### src/rtl/btb_pkg.sv
// btb_pkg: shared types, counter encodings and saturating helpers for the BTB
package btb_pkg;
  localparam logic [1:0] SNT = 2'b00;
  localparam logic [1:0] WNT = 2'b01;
  localparam logic [1:0] WT  = 2'b10;
  localparam logic [1:0] ST  = 2'b11;
  localparam int BTB_XLEN     = 64;
  localparam int BTB_TAG_BITS = 12;
  typedef struct packed {
    logic                    valid;
    logic [BTB_TAG_BITS-1:0] tag;
    logic [BTB_XLEN-1:0]     target;
    logic [1:0]              ctr;
  } btb_entry_t;
  function automatic logic [1:0] sat_inc2(input logic [1:0] c);
    return (c == ST) ? ST : c + 2'd1;
  endfunction
  function automatic logic [1:0] sat_dec2(input logic [1:0] c);
    return (c == SNT) ? SNT : c - 2'd1;
  endfunction
endpackage

### src/rtl/btb_sat_ctr.sv
// btb_sat_ctr: 2-bit saturating up/down counter, load has priority over inc/dec
// Ports: clk, rst (async, resets to weakly-not-taken), load_i/load_val_i, inc_i, dec_i, ctr_o
module btb_sat_ctr
  import btb_pkg::*;
(
  input  logic       clk,
  input  logic       rst,
  input  logic       load_i,
  input  logic [1:0] load_val_i,
  input  logic       inc_i,
  input  logic       dec_i,
  output logic [1:0] ctr_o
);
  logic [1:0] ctr_q, ctr_d;
  always_comb ctr_d = load_i ? load_val_i : inc_i ? sat_inc2(ctr_q) : dec_i ? sat_dec2(ctr_q) : ctr_q;
  always_ff @(posedge clk or posedge rst)
    if (rst) ctr_q <= WNT;
    else     ctr_q <= ctr_d;
  assign ctr_o = ctr_q;
endmodule

### src/rtl/branch_predictor_btb.sv
// branch_predictor_btb: direct-mapped BTB with 2-bit counters, mispredict detection and statistics
// Ports: clk/reset (async high), clear (sync invalidate), if_pc -> pred_hit/pred_taken/pred_target,
//        upd_* resolution inputs -> mispredict/redirect_pc, stat_branches/stat_mispredicts
module branch_predictor_btb
  import btb_pkg::*;
#(
  parameter int XLEN     = 64,
  parameter int ENTRIES  = 16,
  parameter int TAG_BITS = 12,
  parameter int STAT_W   = 32
) (
  input  logic              clk,
  input  logic              reset,
  input  logic              clear,
  input  logic [XLEN-1:0]   if_pc,
  output logic              pred_hit,
  output logic              pred_taken,
  output logic [XLEN-1:0]   pred_target,
  input  logic              upd_valid,
  input  logic [XLEN-1:0]   upd_pc,
  input  logic              upd_is_branch,
  input  logic              upd_taken,
  input  logic [XLEN-1:0]   upd_target,
  input  logic              upd_pred_taken,
  input  logic [XLEN-1:0]   upd_pred_target,
  output logic              mispredict,
  output logic [XLEN-1:0]   redirect_pc,
  output logic [STAT_W-1:0] stat_branches,
  output logic [STAT_W-1:0] stat_mispredicts
);
  localparam int IDX_W = $clog2(ENTRIES);
  logic [ENTRIES-1:0]  valid_q, valid_d;
  logic [TAG_BITS-1:0] tag_q [ENTRIES];
  logic [TAG_BITS-1:0] tag_d [ENTRIES];
  logic [XLEN-1:0]     tgt_q [ENTRIES];
  logic [XLEN-1:0]     tgt_d [ENTRIES];
  logic [1:0]          ctr   [ENTRIES];
  logic [STAT_W-1:0]   br_q, br_d, mp_q, mp_d;
  logic [IDX_W-1:0]    l_idx, u_idx;
  logic [TAG_BITS-1:0] l_tag, u_tag;
  logic                u_hit, upd_br, br_mp;
  assign l_idx = if_pc[IDX_W+1:2];
  assign l_tag = if_pc[IDX_W+TAG_BITS+1:IDX_W+2];
  assign u_idx = upd_pc[IDX_W+1:2];
  assign u_tag = upd_pc[IDX_W+TAG_BITS+1:IDX_W+2];
  assign pred_hit    = valid_q[l_idx] & (tag_q[l_idx] == l_tag);
  assign pred_taken  = pred_hit & ctr[l_idx][1];
  assign pred_target = pred_taken ? tgt_q[l_idx] : if_pc + XLEN'(4);
  assign u_hit  = valid_q[u_idx] & (tag_q[u_idx] == u_tag);
  assign upd_br = upd_valid & upd_is_branch;
  assign br_mp  = (upd_taken != upd_pred_taken) | (upd_taken & upd_pred_taken & (upd_target != upd_pred_target));
  // A non-branch that was predicted taken is an alias hit on someone else's entry
  assign mispredict  = upd_valid & (upd_is_branch ? br_mp : upd_pred_taken);
  assign redirect_pc = (upd_is_branch & upd_taken) ? upd_target : upd_pc + XLEN'(4);
  // Taken updates rewrite tag/target for both hit and allocate; on a hit the tag is unchanged
  always_comb begin
    valid_d = valid_q;
    tag_d   = tag_q;
    tgt_d   = tgt_q;
    if (clear) valid_d = '0;
    else if (upd_br & upd_taken) begin
      valid_d[u_idx] = 1'b1;
      tag_d[u_idx]   = u_tag;
      tgt_d[u_idx]   = upd_target;
    end else if (upd_valid & ~upd_is_branch & u_hit) valid_d[u_idx] = 1'b0;
  end
  assign br_d = (upd_br & ~&br_q) ? br_q + STAT_W'(1) : br_q;
  assign mp_d = (mispredict & ~&mp_q) ? mp_q + STAT_W'(1) : mp_q;
  always_ff @(posedge clk or posedge reset)
    if (reset) begin
      valid_q <= '0;
      br_q    <= '0;
      mp_q    <= '0;
      for (int k = 0; k < ENTRIES; k++) begin
        tag_q[k] <= '0;
        tgt_q[k] <= '0;
      end
    end else begin
      valid_q <= valid_d;
      tag_q   <= tag_d;
      tgt_q   <= tgt_d;
      br_q    <= br_d;
      mp_q    <= mp_d;
    end
  for (genvar i = 0; i < ENTRIES; i++) begin : g_ctr
    logic sel;
    assign sel = upd_br & (u_idx == IDX_W'(i));
    btb_sat_ctr u_ctr (
      .clk        (clk),
      .rst        (reset),
      .load_i     (clear | (sel & ~u_hit & upd_taken)),
      .load_val_i (clear ? WNT : WT),
      .inc_i      (sel & u_hit & upd_taken),
      .dec_i      (sel & u_hit & ~upd_taken),
      .ctr_o      (ctr[i])
    );
  end
  assign stat_branches    = br_q;
  assign stat_mispredicts = mp_q;
endmodule

### config.mk
export PLATFORM = sky130hd
export DESIGN_NAME = branch_predictor_btb
export DESIGN_NICKNAME = d
export VERILOG_FILES = /design/src/rtl/btb_pkg.sv /design/src/rtl/btb_sat_ctr.sv /design/src/rtl/branch_predictor_btb.sv
export SDC_FILE = /design/constraint.sdc
export NUM_CORES = 2
export LEC_CHECK = 0
export BUFFER_PORTS_ARGS = -buffer_cell sky130_fd_sc_hd__buf_4
export CORE_MARGIN = 5
export CORE_UTILIZATION = 40
export CTS_CLUSTER_DIAMETER = 60
export DETAILED_ROUTE_END_ITERATION = 12
export GPL_ROUTABILITY_DRIVEN = 0
export SLEW_MARGIN = 20
export SYNTH_ARGS = -nofsm -noshare
export SYNTH_HDL_FRONTEND = slang
export SYNTH_SLANG_ARGS = --single-unit
### constraint.sdc
create_clock -name clk -period 44.4 [get_ports clk]
set_input_delay 2.22 -clock clk [delete_from_list [all_inputs] [get_ports clk]]
set_output_delay 2.22 -clock clk [all_outputs]
set_load 0.01 [all_outputs]
### Yosys cells after proc, flatten, opt, wreduce, memory -nomap -nowiden

Index checks and enable logic that the tools add are counted.

| word-level totals | value |
|---|---|
| register bits after elaboration | 1328 |
| input port bits | 263 |
| output and inout bits | 195 |
| logic and storage cells | 415 |

| cells by class | value |
|---|---|
| add/subtract/negate cells | 36 |
| reduce and logical (&&, ||, !) cells | 41 |
| equal/unequal tests | 35 |
| muxes and demuxes | 111 |
| order comparisons | 6 |
| bitwise operators | 135 |

Operators with widths:

| kind | number |
|---|---|
| 1024-bit bitwise mux | 1 |
| 64-bit 2-to-1 mux | 5 |
| 64-bit binary-select mux with 4-bit select | 1 |
| 64-bit demux with 4-bit select | 1 |
| 192-bit bitwise mux | 1 |
| 2-bit 2-to-1 mux | 83 |
| 64-bit by 3-bit adder with 64-bit output (second input constant) | 2 |
| 1-bit AND | 109 |
| 12-bit binary-select mux with 4-bit select | 2 |
| 32-bit by 1-bit adder with 32-bit output (second input constant) | 2 |
| 64-bit inequality test | 1 |
| 32-bit AND reduction | 2 |
| 12-bit 2-to-1 mux | 5 |
| 3-bit nonzero test | 17 |
| 12-bit demux with 4-bit select | 1 |
| 16-bit 2-to-1 mux | 3 |
| 2-bit by 1-bit adder with 2-bit output (second input constant) | 16 |
| 2-bit == test (second input constant) | 16 |
| 4-bit == test (second input constant) | 8 |
| 2-bit logical NOT | 16 |
| 2-bit by 1-bit subtractor with 2-bit output (second input constant) | 16 |
| 12-bit == test | 2 |
| 1-bit bitwise OR | 17 |
| 16-bit AND | 1 |
| 20 further kinds | 36 |

### Longest topological paths before layout

| logic depth | value |
|---|---|
| depth after elaboration | 11 |
| gate-level depth with buffers | 14 |
| mapped depth without buffers | 9 |

### Cells and area by module

From an unflattened synthesis, not the netlist that was laid out.

| unflattened totals | value |
|---|---|
| cell total of the unflattened synthesis | 4863 |
| area, all modules | 67225.7 um^2 |

Modules (own cells, without submodules):

| module | cells each | area each (um^2) | times used |
|---|---|---|---|
| branch_predictor_btb | 4639 | 65363.9 | 1 |
| btb_sat_ctr | 14 | 116.4 | 16 |

### Worst setup path after synthesis

OpenSTA, ideal clock, no wires.

| timing | value |
|---|---|
| path type | input port to output port |
| from | input port if_pc[2] |
| to | output port pred_target[30] |
| stages on the path | 9 |
| required time | 42.180 ns |
| setup slack | 37.012 ns |
| data arrival time | 5.168 ns |
| cells stage by stage | buf_2 -> buf_4 -> buf_4 -> buf_2 -> buf_2 -> buf_1 -> mux4_2 -> mux4_2 -> mux2_2 |

| on the way | value |
|---|---|
| word-level cells in the longest chain between the ends | 8 |
| elaborated cells on any way between the ends | 17 |
| classes of those cells | add/sub (1); eq/ne (1); mux (12); bitwise (3) |

Ends and longest elaborated chain:

| element | RTL line | RTL |
|---|---|---|
| from (decl) | branch_predictor_btb.sv:15 | `input logic [XLEN-1:0] if_pc,` |
| 4-bit NOT with 5-bit output (implied by the code) | branch_predictor_btb.sv:46, branch_predictor_btb.sv:47, branch_predictor_btb.sv:48 |  |
| 12-bit binary-select mux with 4-bit select | branch_predictor_btb.sv:46 | `assign pred_hit = valid_q[l_idx] & (tag_q[l_idx] == l_tag);` |
| 12-bit 2-to-1 mux (implied by the code) (2 in a row) | branch_predictor_btb.sv:46 |  |
| 12-bit == test | branch_predictor_btb.sv:46 |  |
| 1-bit AND | branch_predictor_btb.sv:46 |  |
| 1-bit AND | branch_predictor_btb.sv:47 | `assign pred_taken = pred_hit & ctr[l_idx][1];` |
| 64-bit 2-to-1 mux * | branch_predictor_btb.sv:48 | `assign pred_target = pred_taken ? tgt_q[l_idx] : if_pc + XLEN'(4);` |
| to (decl) | branch_predictor_btb.sv:18 | `output logic [XLEN-1:0] pred_target,` |

Mark *: on every way between the ends. The rest lies on a longest branch, timed or not. The select of a mux whose other input is x is not followed.

### Worst setup path after layout

| timing | value |
|---|---|
| from | input port if_pc[2] |
| to | output port pred_target[52] |

The elaborated chain is that of the path after synthesis.

==> results.md <==
* Row Count at 149
* Cell mode on critical path: buf_4
* Clk sinks at 1328
* Final Skew at 0.04046 ns
* Mean routed wirelength per cell at 28.12 µm
* Filler cell count at 14520
* Postcts setup bufs at 0
* RR Endpoint: valid_q[3]
* Nets at 5250
* Synth async-reset ratio at 100.0%
* WHS Endpoint: stat_mispredicts[8]
* Largest net degree at the start of global routing at 202
* Worst flop-to-flop path startpoint: tag_q[2]
* Core area at 0.1654 mm²
* Cell taking the most area after synthesis: dfrtp_1
* H-Tree Depth at 4
* Warnings, synthesis at 0
* Syn_area_per_cell at 14.11 µm²
* Clk_lat worst skew at 0.78 ns
* Vias per inst at 5.723
* Synth unique cells at 70
* Hold/Removal Path Class: reg -> reg
* TNS Setup at 0 ns
* Post-synthesis net count at 4999
* Post-synthesis sequential area ratio at 49.85%
* Ranking of synthesized cells by area: dfrtp_1, mux2_2, mux4_2
* Die Width at 418.4 µm
* Cell count after synthesis at 4728
* Post-synth top area share at 49.22%
* LEAKAGE at 35.03 nW
* Post-CTS resize count at 0
* DR pass1 iterations at 7
* Crit-path max cell delay at 0.88 ns
* Final instance area at 0.07696 mm²
* Status: complete, no violations
* Most common cell in the netlist: dfrtp_1
* Nature of the critical path startpoint: input port
* Post-Syn Area at 0.06670 mm²
* Die area at 0.1750 mm²
* Number of port buffers at 457
* Post-DRT Antenna Nets at 0
* Part of the cycle the worst path needs at 22.88%
* Number of hold buffers added after cts at 0
* Critical Path RT at 42.18 ns
* Crit-path leading delay family: buffers and inverters
* Hold depth at 1
* CP Class: in -> out
* Grt ovf at 0
* Initial Util at 40.34%
* Clock power frac at 42.0%
* Comb power frac at 12.4%
* Antenna violations before repair at 8
* Total wire length at 205000 µm
* CTS Buf Count at 154
* Clock root cell: clkbuf_16
* TritonCTS clock tree: yes
* Final hold violations at 0
* Max-Cap Viols at 0
* Via count at 41710
* Commonest cells in the netlist: dfrtp_1, mux2_2, mux4_2
* Clock-pin slew on the worst setup and hold paths at 0.05 ns
* Detail Placement HPWL at 126000 µm
* Hold Crit Start: stat_mispredicts[8]
* CP endpoint kind: output pin
* Setup Viol. Count Final at 0
* Initial DRC Count at 2870
* VDD IR max at 0.02716 mV
* Vias in the first global route at 43996
* Part of the power in registers at 45.6%
* Switching share of power at 25.13%
* CP Buf/Inv Count at 5
* Number of synthesized flops with an enable pin at 0
* Ports at 458
* Max-slew violation count at 0
* Share of cells above drive strength 1 at 49.08%
* Die height at 418.4 µm
* P per Cell Area at 38.93 mW/mm²
* Ys flop type: dfrtp_1
* Sequence of cells on the critical path: buf_8 > buf_4 > mux4_2 > mux4_2 > xnor2_1 > nand4_1 > nor4_1 > and3_1 > buf_4 > and2_4 > buf_4 > mux2_2 > buf_4
* RSZ-0062 raised after global routing: no
* First-pass GRT wire length at 302100 µm
* GR Util All Layers at 23.22%
* Minimum clock period at 10.16 ns
* Cell Area, Placed at 0.07187 mm²
* Slowest-stage cell, CP: buf_4
* Remaining DRCs at 0
* Slew @ Worst Pin at 1.219 ns
* Reg2Reg Depth at 9
* Max FO, Critical Path at 68
* FMAX at 98.43 MHz
* Slew headroom at 18.18%
* Arr. time, crit path at 7.94 ns
* NetSw at 0.7530 mW
* Bufs on Longest Clock Path at 3
* R2R setup slack at 39.95 ns
* Synthesized flop and latch total at 1328
* Internal power at 2.243 mW
* Synth-to-Final Area Change at 15.38%
[cells in the final DEF, fill, tap and decap left out, drive strengths merged, types with 92 or more instances in the layout]
cell type  synthesis  routed
mux2            1275    1275
xnor2            177     177
nor2             113     113
mux4             407     407
o21ai            113     113
xor2              92      92
buf              128     542
dfrtp           1312    1312
nand2            189     189
clkbuf           320     227
[worst max-delay path by stage]
stage	startpoint	to	cells past startpoint
floorplan	reset	g_ctr[0].u_ctr.ctr_o[1]	1
global placement	if_pc[2]	pred_target[51]	13
detailed placement	if_pc[2]	pred_target[52]	13
CTS	if_pc[2]	pred_target[52]	13
global route	if_pc[2]	pred_target[62]	14
finish	if_pc[2]	pred_target[52]	13
[cells by family after synthesis]
logic type	count (synthesis)	share of synthesized area (%)
AO/OA/AOI/OAI	265	2.545
adder cells (fa/ha/maj)	11	0.1951
flip-flops	1328	49.85
XOR/XNOR	269	3.532
multiplexers	1755	36.36
buffers and inverters	498	3.067
AND/OR/NAND/NOR	602	4.449
[state kept, by name, summed over array words and instances, names as in the netlist]
| register | flops |
|---|---|
| g_ctr.u_ctr.ctr_o | 32 |
| tag_q | 192 |
| stat_mispredicts | 32 |
| stat_branches | 32 |
| valid_q | 16 |
| tgt_q | 1024 |
[power by group through the flow]
stage | sequential, mW | combinational (mW) | clock [mW]
after CTS | 1.36 | 0.377 | 1.29
after floorplan | 1.37 | 0.250 | 0
after global routing | 1.38 | 0.401 | 1.33
after global placement | 1.38 | 0.370 | 0
after detailed placement | 1.38 | 0.376 | 0
final | 1.37 | 0.373 | 1.26
[through the flow]
stage / worst slack (ns) / total power [mW] / std cells / util, % / hold WS (ns)
final: 34.24 / 2.996 / 7288 / 46.54 / 0.4968
after global routing: 33.99 / 3.112 / 7286 / 46.54 / 0.5112
after detailed placement: 34.15 / 1.761 / 7010 / 43.46 / 0.4877
after global placement: 34.22 / 1.751 / 7010 / 43.46 / 0.4784
after floorplan: 4.771 / 1.624 / 4728 / - / 0.4741
after CTS: 34.15 / 3.029 / 7283 / 46.50 / 0.4951
[cell type report]
cell class	instances	area [µm²]	share of cell area (%)
antenna	3	7.507	0.009755
clock buffer	226	4437	5.765
clock inverter	47	593.1	0.7706
inverter	50	195.2	0.2536
multi-input combinational	2902	31520	40.95
sequential	1328	33250	43.21
tap	2189	2739	3.559
timing repair buffer	543	4220	5.484
[layer usage]
layer	vias up	wire (µm)	GRT usage [%]
met5	-	13	0
met1	22425	85660	30.21
met3	307	7641	2.817
li1	17944	-	-
met2	1032	104000	40.15
met4	2	7646	8.417
(Power assumes the default switching activity.)
